===== src/rtl/wb_arb_pkg.sv =====
// wb_arb_pkg -- shared types and helpers for the Wishbone bus arbiter.
//   arb_state_t : arbiter FSM states (TERM only reachable with WB_ARB_TIMEOUT_EN)
//   MAX_MASTERS : upper bound on the number of masters
//   IDX_W       : width of a master index at MAX_MASTERS
//   next_rr()   : advance the round-robin pointer, wrapping n back to 1
package wb_arb_pkg;

    typedef enum logic [1:0] {
        IDLE = 2'd0,
        BUSY = 2'd1,
        TERM = 2'd2
    } arb_state_t;

    localparam int unsigned MAX_MASTERS = 8;
    localparam int unsigned IDX_W       = 3;

    // Master 0 never takes part in the rotation, so the pointer lives in 1..n-1.
    function automatic logic [IDX_W-1:0] next_rr(input logic [IDX_W-1:0] ptr,
                                                 input int unsigned       n);
        if (32'(ptr) + 32'd1 >= n)
            return IDX_W'(1);
        else
            return ptr + IDX_W'(1);
    endfunction

endpackage


===== src/rtl/wb_arb_rr_pick.sv =====
// wb_arb_rr_pick -- combinational winner selection for wb_bus_arbiter.
//   req    : request vector, one bit per master
//   rr_ptr : first round-robin candidate (1..NUM_MASTERS-1)
//   winner : index of the selected master
//   valid  : at least one request is present
// Master 0 always wins when requesting; otherwise the first requester at or
// after rr_ptr wins, wrapping around to master 1.
module wb_arb_rr_pick
    import wb_arb_pkg::*;
#(
    parameter int unsigned NUM_MASTERS = 3,
    localparam int unsigned GW = $clog2(NUM_MASTERS)
) (
    input  logic [NUM_MASTERS-1:0] req,
    input  logic [GW-1:0]          rr_ptr,
    output logic [GW-1:0]          winner,
    output logic                   valid
);

    logic          hi_hit;
    logic [GW-1:0] hi_idx;
    logic          lo_hit;
    logic [GW-1:0] lo_idx;

    // Two scans replace a modulo rotation: hi finds the first requester at or
    // above rr_ptr, lo the first requester overall; lo covers the wrap case.
    always_comb begin
        hi_hit = 1'b0;
        hi_idx = '0;
        lo_hit = 1'b0;
        lo_idx = '0;
        for (int unsigned i = 1; i < NUM_MASTERS; i++) begin
            if (req[i] && !lo_hit) begin
                lo_hit = 1'b1;
                lo_idx = GW'(i);
            end
            if (req[i] && !hi_hit && (i >= 32'(rr_ptr))) begin
                hi_hit = 1'b1;
                hi_idx = GW'(i);
            end
        end
    end

    always_comb begin
        valid = |req;
        if (req[0])
            winner = '0;
        else if (hi_hit)
            winner = hi_idx;
        else
            winner = lo_idx;
    end

endmodule


===== src/rtl/wb_bus_arbiter.sv =====
// wb_bus_arbiter -- shares one Wishbone classic slave port between masters.
// Master 0 has fixed top priority (raster fetch); masters 1..N-1 rotate.
// The grant is held for the whole cyc window, keeping RMW/multi-beat atomic.
//
// Optional feature macro: WB_ARB_TIMEOUT_EN -- watchdog that terminates an
// access the slave never acknowledges (ack + err + all-ones data, then TERM).
//
// Ports:
//   CLK, nRESET         clock; asynchronous active-high reset
//   m_cyc_i..m_sel_i    per-master control, one bit per master
//   m_adr_i, m_dat_i    per-master address / write data, packed by index
//   m_ack_o, m_err_o    per-master acknowledge / watchdog error
//   m_dat_o             read data broadcast to all masters
//   s_*_o, s_*_i        slave-side Wishbone port
//   grant_o, busy_o     current owner index, BUSY-state flag
//   timeout_o           one-cycle pulse when the watchdog fires
module wb_bus_arbiter
    import wb_arb_pkg::*;
#(
    parameter int unsigned NUM_MASTERS = 3,
    parameter int unsigned ADDR_W      = 24,
    parameter int unsigned DATA_W      = 8,
    parameter int unsigned TIMEOUT_CYC = 255,
    localparam int unsigned GW = $clog2(NUM_MASTERS)
) (
    input  logic                          CLK,
    input  logic                          nRESET,
    input  logic [NUM_MASTERS-1:0]        m_cyc_i,
    input  logic [NUM_MASTERS-1:0]        m_stb_i,
    input  logic [NUM_MASTERS-1:0]        m_we_i,
    input  logic [NUM_MASTERS-1:0]        m_sel_i,
    input  logic [NUM_MASTERS*ADDR_W-1:0] m_adr_i,
    input  logic [NUM_MASTERS*DATA_W-1:0] m_dat_i,
    output logic [NUM_MASTERS-1:0]        m_ack_o,
    output logic [NUM_MASTERS-1:0]        m_err_o,
    output logic [DATA_W-1:0]             m_dat_o,
    output logic                          s_cyc_o,
    output logic                          s_stb_o,
    output logic                          s_we_o,
    output logic                          s_sel_o,
    output logic [ADDR_W-1:0]             s_adr_o,
    output logic [DATA_W-1:0]             s_dat_o,
    input  logic                          s_ack_i,
    input  logic [DATA_W-1:0]             s_dat_i,
    output logic [GW-1:0]                 grant_o,
    output logic                          busy_o,
    output logic                          timeout_o
);

    // Parameter range sanity flag; nothing downstream consumes it.
    localparam bit CFG_OK = (NUM_MASTERS >= 2) && (NUM_MASTERS <= MAX_MASTERS) &&
                            (TIMEOUT_CYC >= 2) && (TIMEOUT_CYC <= 65535);
    logic unused_cfg_ok;
    assign unused_cfg_ok = CFG_OK;

    arb_state_t             state_q;
    arb_state_t             state_d;
    logic [GW-1:0]          grant_q;
    logic [GW-1:0]          rr_ptr_q;
    logic [GW-1:0]          pick_win;
    logic                   pick_valid;
    logic [NUM_MASTERS-1:0] grant_oh;

    // Signals of the granted master, selected from the packed buses.
    logic              g_cyc;
    logic              g_stb;
    logic              g_we;
    logic              g_sel;
    logic [ADDR_W-1:0] g_adr;
    logic [DATA_W-1:0] g_dat;

    wb_arb_rr_pick #(
        .NUM_MASTERS(NUM_MASTERS)
    ) u_pick (
        .req    (m_cyc_i),
        .rr_ptr (rr_ptr_q),
        .winner (pick_win),
        .valid  (pick_valid)
    );

    always_comb begin
        g_cyc = 1'b0;
        g_stb = 1'b0;
        g_we  = 1'b0;
        g_sel = 1'b0;
        g_adr = '0;
        g_dat = '0;
        for (int unsigned k = 0; k < NUM_MASTERS; k++) begin
            if (GW'(k) == grant_q) begin
                g_cyc = m_cyc_i[k];
                g_stb = m_stb_i[k];
                g_we  = m_we_i[k];
                g_sel = m_sel_i[k];
                g_adr = m_adr_i[k*ADDR_W +: ADDR_W];
                g_dat = m_dat_i[k*DATA_W +: DATA_W];
            end
        end
    end

    assign grant_oh = NUM_MASTERS'(1) << grant_q;

`ifdef WB_ARB_TIMEOUT_EN
    logic [15:0] wd_cnt_q;
    logic        wd_fire;

    // Counts the master's stb cycles without ack; the raw stb is used so the
    // forced-low stb in the firing cycle does not feed back into the count.
    assign wd_fire = (state_q == BUSY) && g_stb && !s_ack_i &&
                     (wd_cnt_q == 16'(TIMEOUT_CYC - 1));

    always_ff @(posedge CLK or posedge nRESET) begin
        if (nRESET)
            wd_cnt_q <= '0;
        else if ((state_q == BUSY) && g_stb && !s_ack_i)
            wd_cnt_q <= wd_cnt_q + 16'd1;
        else
            wd_cnt_q <= '0;
    end
`endif

    always_ff @(posedge CLK or posedge nRESET) begin
        if (nRESET) begin
            state_q  <= IDLE;
            grant_q  <= '0;
            rr_ptr_q <= GW'(1);
        end else begin
            state_q <= state_d;
            if ((state_q == IDLE) && pick_valid) begin
                grant_q <= pick_win;
                if (pick_win != '0)
                    rr_ptr_q <= GW'(next_rr(IDX_W'(pick_win), NUM_MASTERS));
            end
        end
    end

    always_comb begin
        state_d   = state_q;
        s_cyc_o   = 1'b0;
        s_stb_o   = 1'b0;
        s_we_o    = 1'b0;
        s_sel_o   = 1'b0;
        s_adr_o   = '0;
        s_dat_o   = '0;
        m_ack_o   = '0;
        m_err_o   = '0;
        m_dat_o   = '0;
        timeout_o = 1'b0;
        case (state_q)
            IDLE: begin
                if (pick_valid)
                    state_d = BUSY;
            end
            BUSY: begin
                // Mirroring cyc means the slave sees the release in the same
                // cycle the owner drops it, one cycle before IDLE.
                s_cyc_o = g_cyc;
                s_stb_o = g_stb;
                s_we_o  = g_we;
                s_sel_o = g_sel;
                s_adr_o = g_adr;
                s_dat_o = g_dat;
                m_dat_o = s_dat_i;
                m_ack_o = s_ack_i ? grant_oh : '0;
`ifdef WB_ARB_TIMEOUT_EN
                if (wd_fire) begin
                    s_stb_o   = 1'b0;
                    m_ack_o   = grant_oh;
                    m_err_o   = grant_oh;
                    m_dat_o   = '1;
                    timeout_o = 1'b1;
                    state_d   = TERM;
                end else
`endif
                if (!g_cyc)
                    state_d = IDLE;
            end
`ifdef WB_ARB_TIMEOUT_EN
            TERM: begin
                if (!g_cyc)
                    state_d = IDLE;
            end
`endif
            default: state_d = IDLE;
        endcase
    end

    assign grant_o = grant_q;
    assign busy_o  = (state_q == BUSY);

endmodule


===== config.mk =====
export PLATFORM = sky130hd
export DESIGN_NAME = wb_bus_arbiter
export DESIGN_NICKNAME = d
export VERILOG_FILES = /design/src/rtl/wb_arb_pkg.sv /design/src/rtl/wb_arb_rr_pick.sv /design/src/rtl/wb_bus_arbiter.sv
export SDC_FILE = /design/constraint.sdc
export NUM_CORES = 1
export LEC_CHECK = 0
export BUFFER_PORTS_ARGS = -buffer_cell sky130_fd_sc_hd__buf_2
export CAP_MARGIN = 10
export CORE_ASPECT_RATIO = 0.75
export CORE_MARGIN = 2
export CORE_UTILIZATION = 36
export CTS_CLUSTER_DIAMETER = 100
export CTS_CLUSTER_SIZE = 24
export DETAILED_ROUTE_END_ITERATION = 7
export PLACE_DENSITY = 0.89
export SYNTH_ARGS = -nofsm -noshare
export SYNTH_HDL_FRONTEND = slang
export SYNTH_SLANG_ARGS = --single-unit

===== constraint.sdc =====
create_clock -name CLK -period 2.7 [get_ports CLK]
set_input_delay 0.675 -clock CLK [delete_from_list [all_inputs] [get_ports CLK]]
set_output_delay 0.675 -clock CLK [all_outputs]
set_load 0.01 [all_outputs]

==> run metrics, run 1 <==
Highest Clock Rate 392 MHz; hold buffers post-CTS 0; Slew @ Worst Pin 0.618 ns; Core Region 3660 um2; critical path's slowest cell dfrtp_2; post-synth top area share 26.1%; Clock power frac 7.4%; Final Cycle Share 94.5%; Int Pwr 937 uW; WL final 4.63 mm; Max-slew headroom 58.8%; Req. time, crit path 2.03 ns; largest family of logic cells by synthesized area simple AND/OR/NAND/NOR gates; FF/Latch Area 128 um2; CP arrival 1.88 ns; share of cells above drive strength 1 50.1%; CTS buffer count 3; outcome complete, no violations; Synth Cell Area 1380 um2; clock sinks 5; Syn. warnings 0; Post-CTS Setup Inserts 0; Die X 75.5 um; Worst Setup SP grant_o[0]; Seq/Total Area, Yosys 9.15%; hpwl dp 3.74 mm; Worst setup SP type register; crit-path leading delay family flip-flops; first-pass GRT wire length 6.71 mm; Final WS setup 0.148 ns; R2R depth 3; adder and majority cell fraction of the synthesized area 0%; CP cell instances buf_4 -> mux2i_1 -> or2_1 -> a21oi_1 -> buf_2; initial antenna violation count 0; final hold violation count 0; drt via density 4.69; H-Tree Depth 1; post-synthesis mux area share 26.9%; Core Util, Final 60.7%; pin count of the biggest net entering global routing 38; maximum vdd drop 519 uV; total negative slack 0 ns; placement-stage cell area 2180 um2; Worst path depth 5; FF+latch count, synth 5; commonest non-fill, non-tap cell in the layout buf_2; max-cap viol count 0; simple-gate area share of the yosys netlist 33.9%; combinational share of power 81.4%; Buf/Inv on CP 2; Std-Cell Rows 19; Post-Syn Instances 202; XOR/XNOR share of the synthesized area 0%; synth top area cells mux2i_1 26%, or2_0 13%, a21oi_1 13%, nand2_1 11%, dfrtp_1 7.2%; final setup fails 0; Reg clk slew, reported paths 0.04 ns; area of the multi-input gates 1090 um2; DRT Pass-1 Iters 4; Final Instance Area 2220 um2; CP endpoint kind primary output; initial core utilization 37.7%; post-synth top area cell mux2i_1; vias in the first global route 1663; port bufs 168; Via Count 1938; Worst Skew 0.00300 ns; worst-case clock buffer depth 2; GRT overflow 0; post-synthesis compound-gate area fraction 17.2%; Crit Path Max Fanout 22; CTS tree done; Power Total 1.91 mW; GRT Total Usage 19.3%; Net Sw Power 977 uW; n_diodes 0; most frequent cells in the layout 168 x buf_2, 39 x nand2_1, 36 x mux2i_1, 36 x a21oi_1, 29 x or2_0; CTS root buf clkbuf_8; average size of a mapped cell 6.84 um2; leakage 1.18 nW; RePlAce Congestion 0.735; Post-Place Worst Slack 0.379 ns; Post-CTS Resized 0; I/O pins 173; initial DRC count 42; Die Span Y 57.6 um; die area 4350 um2; Critical R2R Launch state_q[0]; Flop pwr share 11.2%; filler cell count 341; P&R area growth vs syn 60.9%; drt drc 0; min-delay worst type primary input to async pin; Layout Nets 481; minimum clock period 2.55 ns; Switching Share 51.0%; CP max stage delay 0.68 ns; number of routed nets with antenna violations 0; Final Max Tran Viols 0; PD cells 862 nW/um2; Skew-Pair Late Insertion Delay 0.23 ns; wire per inst 11.2 um; Worst Setup Path Type register to primary output; setup repair after global routing missed its margin false; synth unique cells 30
==> worst paths after layout <==
kind	to	slack [ns]
worst min register to register	rr_ptr_q[0]	0.53
worst max register to register	grant_o[1]	1.18
min in group CLK	rr_ptr_q[0]	0.53
max in group asynchronous	rr_ptr_q[0]	2.12
worst min-delay path	grant_o[1]	0.34
worst max-delay path	s_we_o	0.15
==> state kept, by name, summed over array words and instances, names as in the netlist <==
register	flops
state_q	1
grant_o	2
rr_ptr_q	2
==> cells in the mapped netlist (all sizes together) <==
master  instances
a21oi          36
a22o            1
a31oi           1
a32o            1
and2            9
buf            13
clkbuf          8
conb            1
dfrtp           4
dfstp           1
inv             3
mux2            1
mux2i          36
nand2          39
nand2b          1
nand3b          1
nor2            2
nor2b           2
nor3            1
nor3b           1
o211ai          1
o21ai           3
o32a            1
or2            35
==> routing by layer <==
layer / wire (um) / part of all wire [%] / GRT usage [%]
met1: 1880 / 41 / 21.9
met2: 2280 / 49 / 36.0
met3: 444 / 9.6 / 4.52
met4: 28 / 0.60 / 4.76
met5: 0 / 0 / 0
==> per-stage QoR <==
| stage | std cells | hold WS (ns) |
|---|---|---|
| floorplan | 205 | 0.453 |
| global placement | 409 | 0.512 |
| detailed placement | 409 | 0.514 |
| CTS | 413 | 0.350 |
| global route | 413 | 0.363 |
| finish | 413 | 0.340 |
==> cell families (layout without fill, tap and decap cells) <==
family	after synthesis	after routing
AOI/OAI and AO/OA	44	44
buffers and inverters	24	180
muxes	37	37
DFF	5	5
other	1	4
and+or+nand+nor	91	91
==> power groups by stage <==
stage	Sequential [mW]	Combinational, mW	Clock [mW]
after floorplan	0.156	1.15	0
after global placement	0.215	1.54	0
after detailed placement	0.217	1.58	0
after CTS	0.216	1.58	0.144
after global routing	0.231	1.71	0.155
final	0.214	1.56	0.143
==> final cells by class <==
cell class | count | share of cell area [%]
clock buffers | 4 | 2.03
inverters | 3 | 0.507
multi-input cells | 176 | 49.3
flip-flops and latches | 5 | 5.74
well taps | 52 | 2.93
repair buffers | 173 | 39.5
(Power assumes the default switching activity.)
==> run 2, diff against run 1 <==
--- a/config.mk
+++ b/config.mk
@@ -9,11 +9,11 @@
 export CAP_MARGIN = 10
 export CORE_ASPECT_RATIO = 0.75
 export CORE_MARGIN = 2
-export CORE_UTILIZATION = 36
+export CORE_UTILIZATION = 33
 export CTS_CLUSTER_DIAMETER = 100
 export CTS_CLUSTER_SIZE = 24
 export DETAILED_ROUTE_END_ITERATION = 7
-export PLACE_DENSITY = 0.89
+export PLACE_DENSITY = 0.82
 export SYNTH_ARGS = -nofsm -noshare
 export SYNTH_HDL_FRONTEND = slang
 export SYNTH_SLANG_ARGS = --single-unit
==> run 2 against run 1 <==
Compared with the run above:
- combinational power about the same
- maximum frequency up 1.2%
- first-iteration DRC count is 4.8% higher
- sequential cell count unchanged
- worst setup slack better by 0.031 ns
- register-to-register slack worse by 0.02 ns
- non-clock buffer count grew 1
- utilization is 5.3 points lower
- total power decreased by 0.32%
- sequential power grew 2%
- final area is 0.51% higher
- via count down 1.1%
- largest cell class unchanged
- highest routed layer unchanged
==> run metrics, run 2 (synthesis results as in run 1) <==
maximum vdd drop 471 uV (-9.3%); share of cells above drive strength 1 50.3% (+0.14 points); Via Count 1916 (-1.1%); Core Region 4030 um2 (+10%); most frequent cells in the layout 168 x buf_2, 39 x nand2_1, 36 x mux2i_1, 36 x a21oi_1, 29 x or2_0; RePlAce Congestion 0.815 (+11%); final hold violation count 0 (unchanged); drt via density 4.59 (-2.1%); final setup fails 0 (unchanged); Slew @ Worst Pin 0.617 ns (-0.00109 ns); Max-slew headroom 58.8% (+0.072 points); GRT overflow 0 (unchanged); wire per inst 10.9 um (-2.9%); Die X 78.7 um (+4.2%); Worst Skew 0.00162 ns (-0.00137 ns); outcome complete, no violations; WHS 0.352 ns (+0.0120 ns); combinational share of power 81.5% (about the same); Post-CTS Setup Inserts 0 (unchanged); GRT Total Usage 17.2% (-2.1 points); minimum clock period 2.52 ns (-0.0314 ns); vias in the first global route 1564 (-6.0%); CP max stage delay 0.68 ns (about the same); Net Sw Power 962 uW (-1.5%); number of routed nets with antenna violations 0 (unchanged); Final Cycle Share 93.3% (-1.2 points); initial core utilization 34.3% (-3.4 points); critical path's slowest cell dfrtp_2; Worst setup SP type register; Int Pwr 946 uW (+0.94%); CTS root buf clkbuf_8; pin count of the biggest net entering global routing 38 (unchanged); Switching Share 50.4% (-0.62 points); max-cap viol count 0 (unchanged); Flop pwr share 11.5% (+0.3 points); P&R area growth vs syn 61.7%; DRT Pass-1 Iters 6 (+2); Reg clk slew, reported paths 0.03 ns (about the same); n_diodes 0 (unchanged); Clock power frac 7.0% (-0.4 points); drt drc 0 (unchanged); PD cells 854 nW/um2 (-0.83%); commonest non-fill, non-tap cell in the layout buf_2; clock sinks 5 (unchanged); initial DRC count 44 (+4.8%); CP arrival 1.85 ns (-0.03 ns); Layout Nets 482 (+0.21%); hpwl dp 3.68 mm (-1.6%); port bufs 168 (unchanged); setup repair after global routing missed its margin false; die area 4720 um2 (+8.5%); hold buffers post-CTS 0 (unchanged); Req. time, crit path 2.03 ns (about the same); CP cell instances buf_4 -> mux2i_1 -> or2_0 -> a21oi_1 -> buf_2; I/O pins 173 (unchanged); Skew-Pair Late Insertion Delay 0.22 ns (about the same); WL final 4.54 mm (-2.0%); Worst Setup Path Type register to primary output; CTS tree done; Final Max Tran Viols 0 (unchanged); first-pass GRT wire length 6.71 mm (unchanged); worst-case clock buffer depth 2 (unchanged); leakage 1.19 nW (+0.44%); Post-CTS Resized 0 (unchanged); Highest Clock Rate 397 MHz (+1.2%); CTS buffer count 3 (unchanged); total negative slack 0 ns (unchanged); R2R depth 3 (unchanged); Std-Cell Rows 20 (+1); min-delay worst type primary input to async pin; CP endpoint kind primary output; initial antenna violation count 0 (unchanged); H-Tree Depth 1 (unchanged); Die Span Y 60.0 um (+4.1%); Crit Path Max Fanout 22 (unchanged)
-- run 2: power by group through the flow --
stage	Clock, mW	Combinational, mW	Sequential, mW
6_report	0.133	1.56	0.219
5_1_grt	0.142	1.72	0.236
4_1_cts	0.138	1.58	0.222
3_5_place_dp	0	1.57	0.223
3_3_place_gp	0	1.54	0.220
2_1_floorplan	0	1.15	0.156
-- run 2: final cells by class --
| type | instances | area [um2] |
|---|---|---|
| Timing Repair Buffer | 174 | 886 |
| Fill cell | 395 | 1800 |
| Tap cell | 55 | 68.8 |
| Inverter | 3 | 11.3 |
| Multi-Input combinational cell | 176 | 1090 |
| Clock buffer | 4 | 45.0 |
| Sequential cell | 5 | 128 |
-- run 2: critical path, delay by kind of cell, from the launching register on --
family,cells,cell delay (ns)
compound gates,1,0.14
buf+inv,2,0.50
flops,1,0.68
mux,1,0.10
simple gates,1,0.20
-- run 2: final timing paths --
check | start | endpoint | slack (ns)
worst max-delay path | grant_o[0] | s_dat_o[5] | 0.18
worst min register to register | rr_ptr_q[1] | rr_ptr_q[1] | 0.54
worst min-delay path | nRESET | grant_o[1] | 0.35
worst max register to register | state_q[0] | grant_o[1] | 1.16
max in group asynchronous | nRESET | rr_ptr_q[0] | 2.11
min in group CLK | rr_ptr_q[1] | rr_ptr_q[1] | 0.54
-- run 2: metal layers --
metal / global-route usage, % / vias up / wire [um]
li1: - / 991 / -
met1: 20.6 / 835 / 1890
met2: 32.8 / 88 / 2180
met3: 3.78 / 2 / 447
met4: 2.26 / 0 / 19
met5: 0 / - / 0
-- run 2: stage by stage --
stage / total power, mW / util [%] / std cells / worst slack (ns) / area (um2)
CTS: 1.94 / 55.4 / 417 / 0.134 / 2230
finish: 1.91 / 55.4 / 417 / 0.180 / 2230
global route: 2.10 / 55.4 / 417 / 0.0251 / 2230
detailed placement: 1.80 / 54.3 / 413 / 0.359 / 2190
global placement: 1.76 / 54.3 / 413 / 0.425 / 2190
floorplan: 1.30 / - / 205 / 0.802 / 1390
==> run 3, diff against run 2 <==
--- a/config.mk
+++ b/config.mk
@@ -13,7 +13,8 @@
 export CTS_CLUSTER_DIAMETER = 100
 export CTS_CLUSTER_SIZE = 24
 export DETAILED_ROUTE_END_ITERATION = 7
-export PLACE_DENSITY = 0.82
+export MAX_ROUTING_LAYER = met4
+export PLACE_DENSITY = 0.91
 export SYNTH_ARGS = -nofsm -noshare
 export SYNTH_HDL_FRONTEND = slang
 export SYNTH_SLANG_ARGS = --single-unit
==> run 3 against run 2 <==
Compared with the run above:
- routed wire length increased by 7.2%
- non-clock buffer count decreased by 2
- sequential cell count unchanged
- maximum frequency increased by 1.0%
- clock skew increased by 0.0024 ns
- final cell count decreased by 0.48%
- combinational power about the same
- hold slack improved by 0.0059 ns
- clock power increased by 5%
- worst setup slack improved by 0.026 ns
- clock-buffer cell count unchanged
- via count increased by 0.42%
- largest cell class unchanged
- largest power group unchanged
- highest routed layer unchanged
==> run metrics, run 3 (synthesis results as in run 1) <==
H-Tree Depth 1 (unchanged); pin count of the biggest net entering global routing 38 (unchanged); CTS root buf clkbuf_8; setup repair after global routing missed its margin false; Final WS setup 0.206 ns (+0.0262 ns); min-delay worst type primary input to async pin; die area 4720 um2 (unchanged); initial core utilization 34.3% (unchanged); Worst setup SP type register; drt drc 0 (unchanged); PD cells 862 nW/um2 (+0.88%); WHS 0.358 ns (+0.00589 ns); Core Util, Final 55.4% (-0.062 points); Reg clk slew, reported paths 0.04 ns (about the same); number of routed nets with antenna violations 0 (unchanged); Crit Path Max Fanout 27 (+23%); GRT Total Usage 19.1% (+1.9 points); hold buffers post-CTS 0 (unchanged); Slew @ Worst Pin 0.610 ns (-0.00635 ns); Die Span Y 60.0 um (unchanged); Clock power frac 7.2% (+0.2 points); outcome complete, no violations; Layout Nets 480 (-0.41%); share of cells above drive strength 1 50.0% (-0.28 points); total negative slack 0 ns (unchanged); wire per inst 11.7 um (+7.7%); commonest non-fill, non-tap cell in the layout buf_2; first-pass GRT wire length 7.09 mm (+5.6%); Die X 78.7 um (unchanged); Skew-Pair Late Insertion Delay 0.22 ns (about the same); DRT Pass-1 Iters 4 (-2); Std-Cell Rows 20 (unchanged); Max-slew headroom 59.3% (+0.42 points); maximum vdd drop 655 uV (+39%); Worst Skew 0.00400 ns (+0.00238 ns); Core Region 4030 um2 (unchanged); GRT overflow 0 (unchanged); Flop pwr share 10.4% (-1.1 points); Post-CTS Setup Inserts 0 (unchanged); Via Count 1924 (+0.42%); WL final 4.86 mm (+7.2%); Final Non-Filler Cells 415 (-0.48%); hpwl dp 3.92 mm (+6.4%); P&R area growth vs syn 61.5%; worst reg2reg setup slack 1.11 ns (-0.05 ns); Final Cycle Share 92.4% (-0.97 points); Req. time, crit path 2.03 ns (about the same); Int Pwr 947 uW (about the same); Net Sw Power 976 uW (+1.5%); vias in the first global route 1693 (+8.2%); max-cap viol count 0 (unchanged); Post-Place Worst Slack 0.436 ns (+0.0762 ns); clock sinks 5 (unchanged); CP endpoint kind primary output; final hold violation count 0 (unchanged); port bufs 168 (unchanged); Post-CTS Resized 0 (unchanged); combinational share of power 82.3% (+0.8 points); RePlAce Congestion 0.745 (-8.6%); CP arrival 1.82 ns (-0.03 ns); final setup fails 0 (unchanged); Highest Clock Rate 401 MHz (+1.0%); initial antenna violation count 0 (unchanged); Final Max Tran Viols 0 (unchanged); Worst Setup Path Type register to primary output; n_diodes 0 (unchanged); I/O pins 173 (unchanged); drt via density 4.64 (+0.90%); CTS tree done; Switching Share 50.8% (+0.36 points); CTS buffer count 3 (unchanged); Placed Cells 411 (-0.48%); worst-case clock buffer depth 2 (unchanged); minimum clock period 2.49 ns (-0.0262 ns); leakage 1.18 nW (-0.58%); initial DRC count 41 (-6.8%); most frequent cells in the layout 168 x buf_2, 39 x nand2_1, 36 x mux2i_1, 36 x a21oi_1, 29 x or2_0
run 3: cell type report:
class                   instances  area (um2)
clock buffers                   4        45.0
fillers                       396        1800
inverters                       3        11.3
multi-input cells             176        1090
flip-flops and latches          5         128
well taps                      55        68.8
repair buffers                172         883
run 3: stage by stage:
stage                     cell area, um2  power [mW]
after floorplan                     1390        1.30
after global placement              2190        1.76
after detailed placement            2190        1.79
after CTS                           2230        1.94
after global routing                2230        2.09
final                               2230        1.92
run 3: per-layer routing:
metal,track usage (%),vias up,wire length (um)
met5,-,-,0
met1,21.5,841,1920
li1,-,987,-
met4,3.01,0,18
met3,4.38,2,466
met2,35.8,94,2460
run 3: power groups by stage:
| stage | Sequential, mW | Clock, mW | Combinational, mW |
|---|---|---|---|
| 5_1_grt | 0.211 | 0.148 | 1.73 |
| 6_report | 0.201 | 0.139 | 1.58 |
| 2_1_floorplan | 0.156 | 0 | 1.15 |
| 3_3_place_gp | 0.194 | 0 | 1.56 |
| 4_1_cts | 0.200 | 0.143 | 1.59 |
| 3_5_place_dp | 0.200 | 0 | 1.59 |
run 3: worst max-delay path, stage by stage (launching register included):
cell and delay, ns:
dfrtp_2 0.66, buf_12 0.26, mux2i_1 0.10, or2_0 0.21, a21oi_1 0.18, buf_2 0.17
run 3: final timing paths:
check                                   end  depth (start not counted)         from
max in group asynchronous       rr_ptr_q[0]                          2       nRESET
worst max register to register   grant_o[1]                          3   state_q[0]
worst min-delay path             state_q[0]                          2       nRESET
worst max-delay path            s_adr_o[19]                          5   grant_o[0]
min in group CLK                rr_ptr_q[0]                          2  rr_ptr_q[0]
worst min register to register  rr_ptr_q[0]                          2  rr_ptr_q[0]
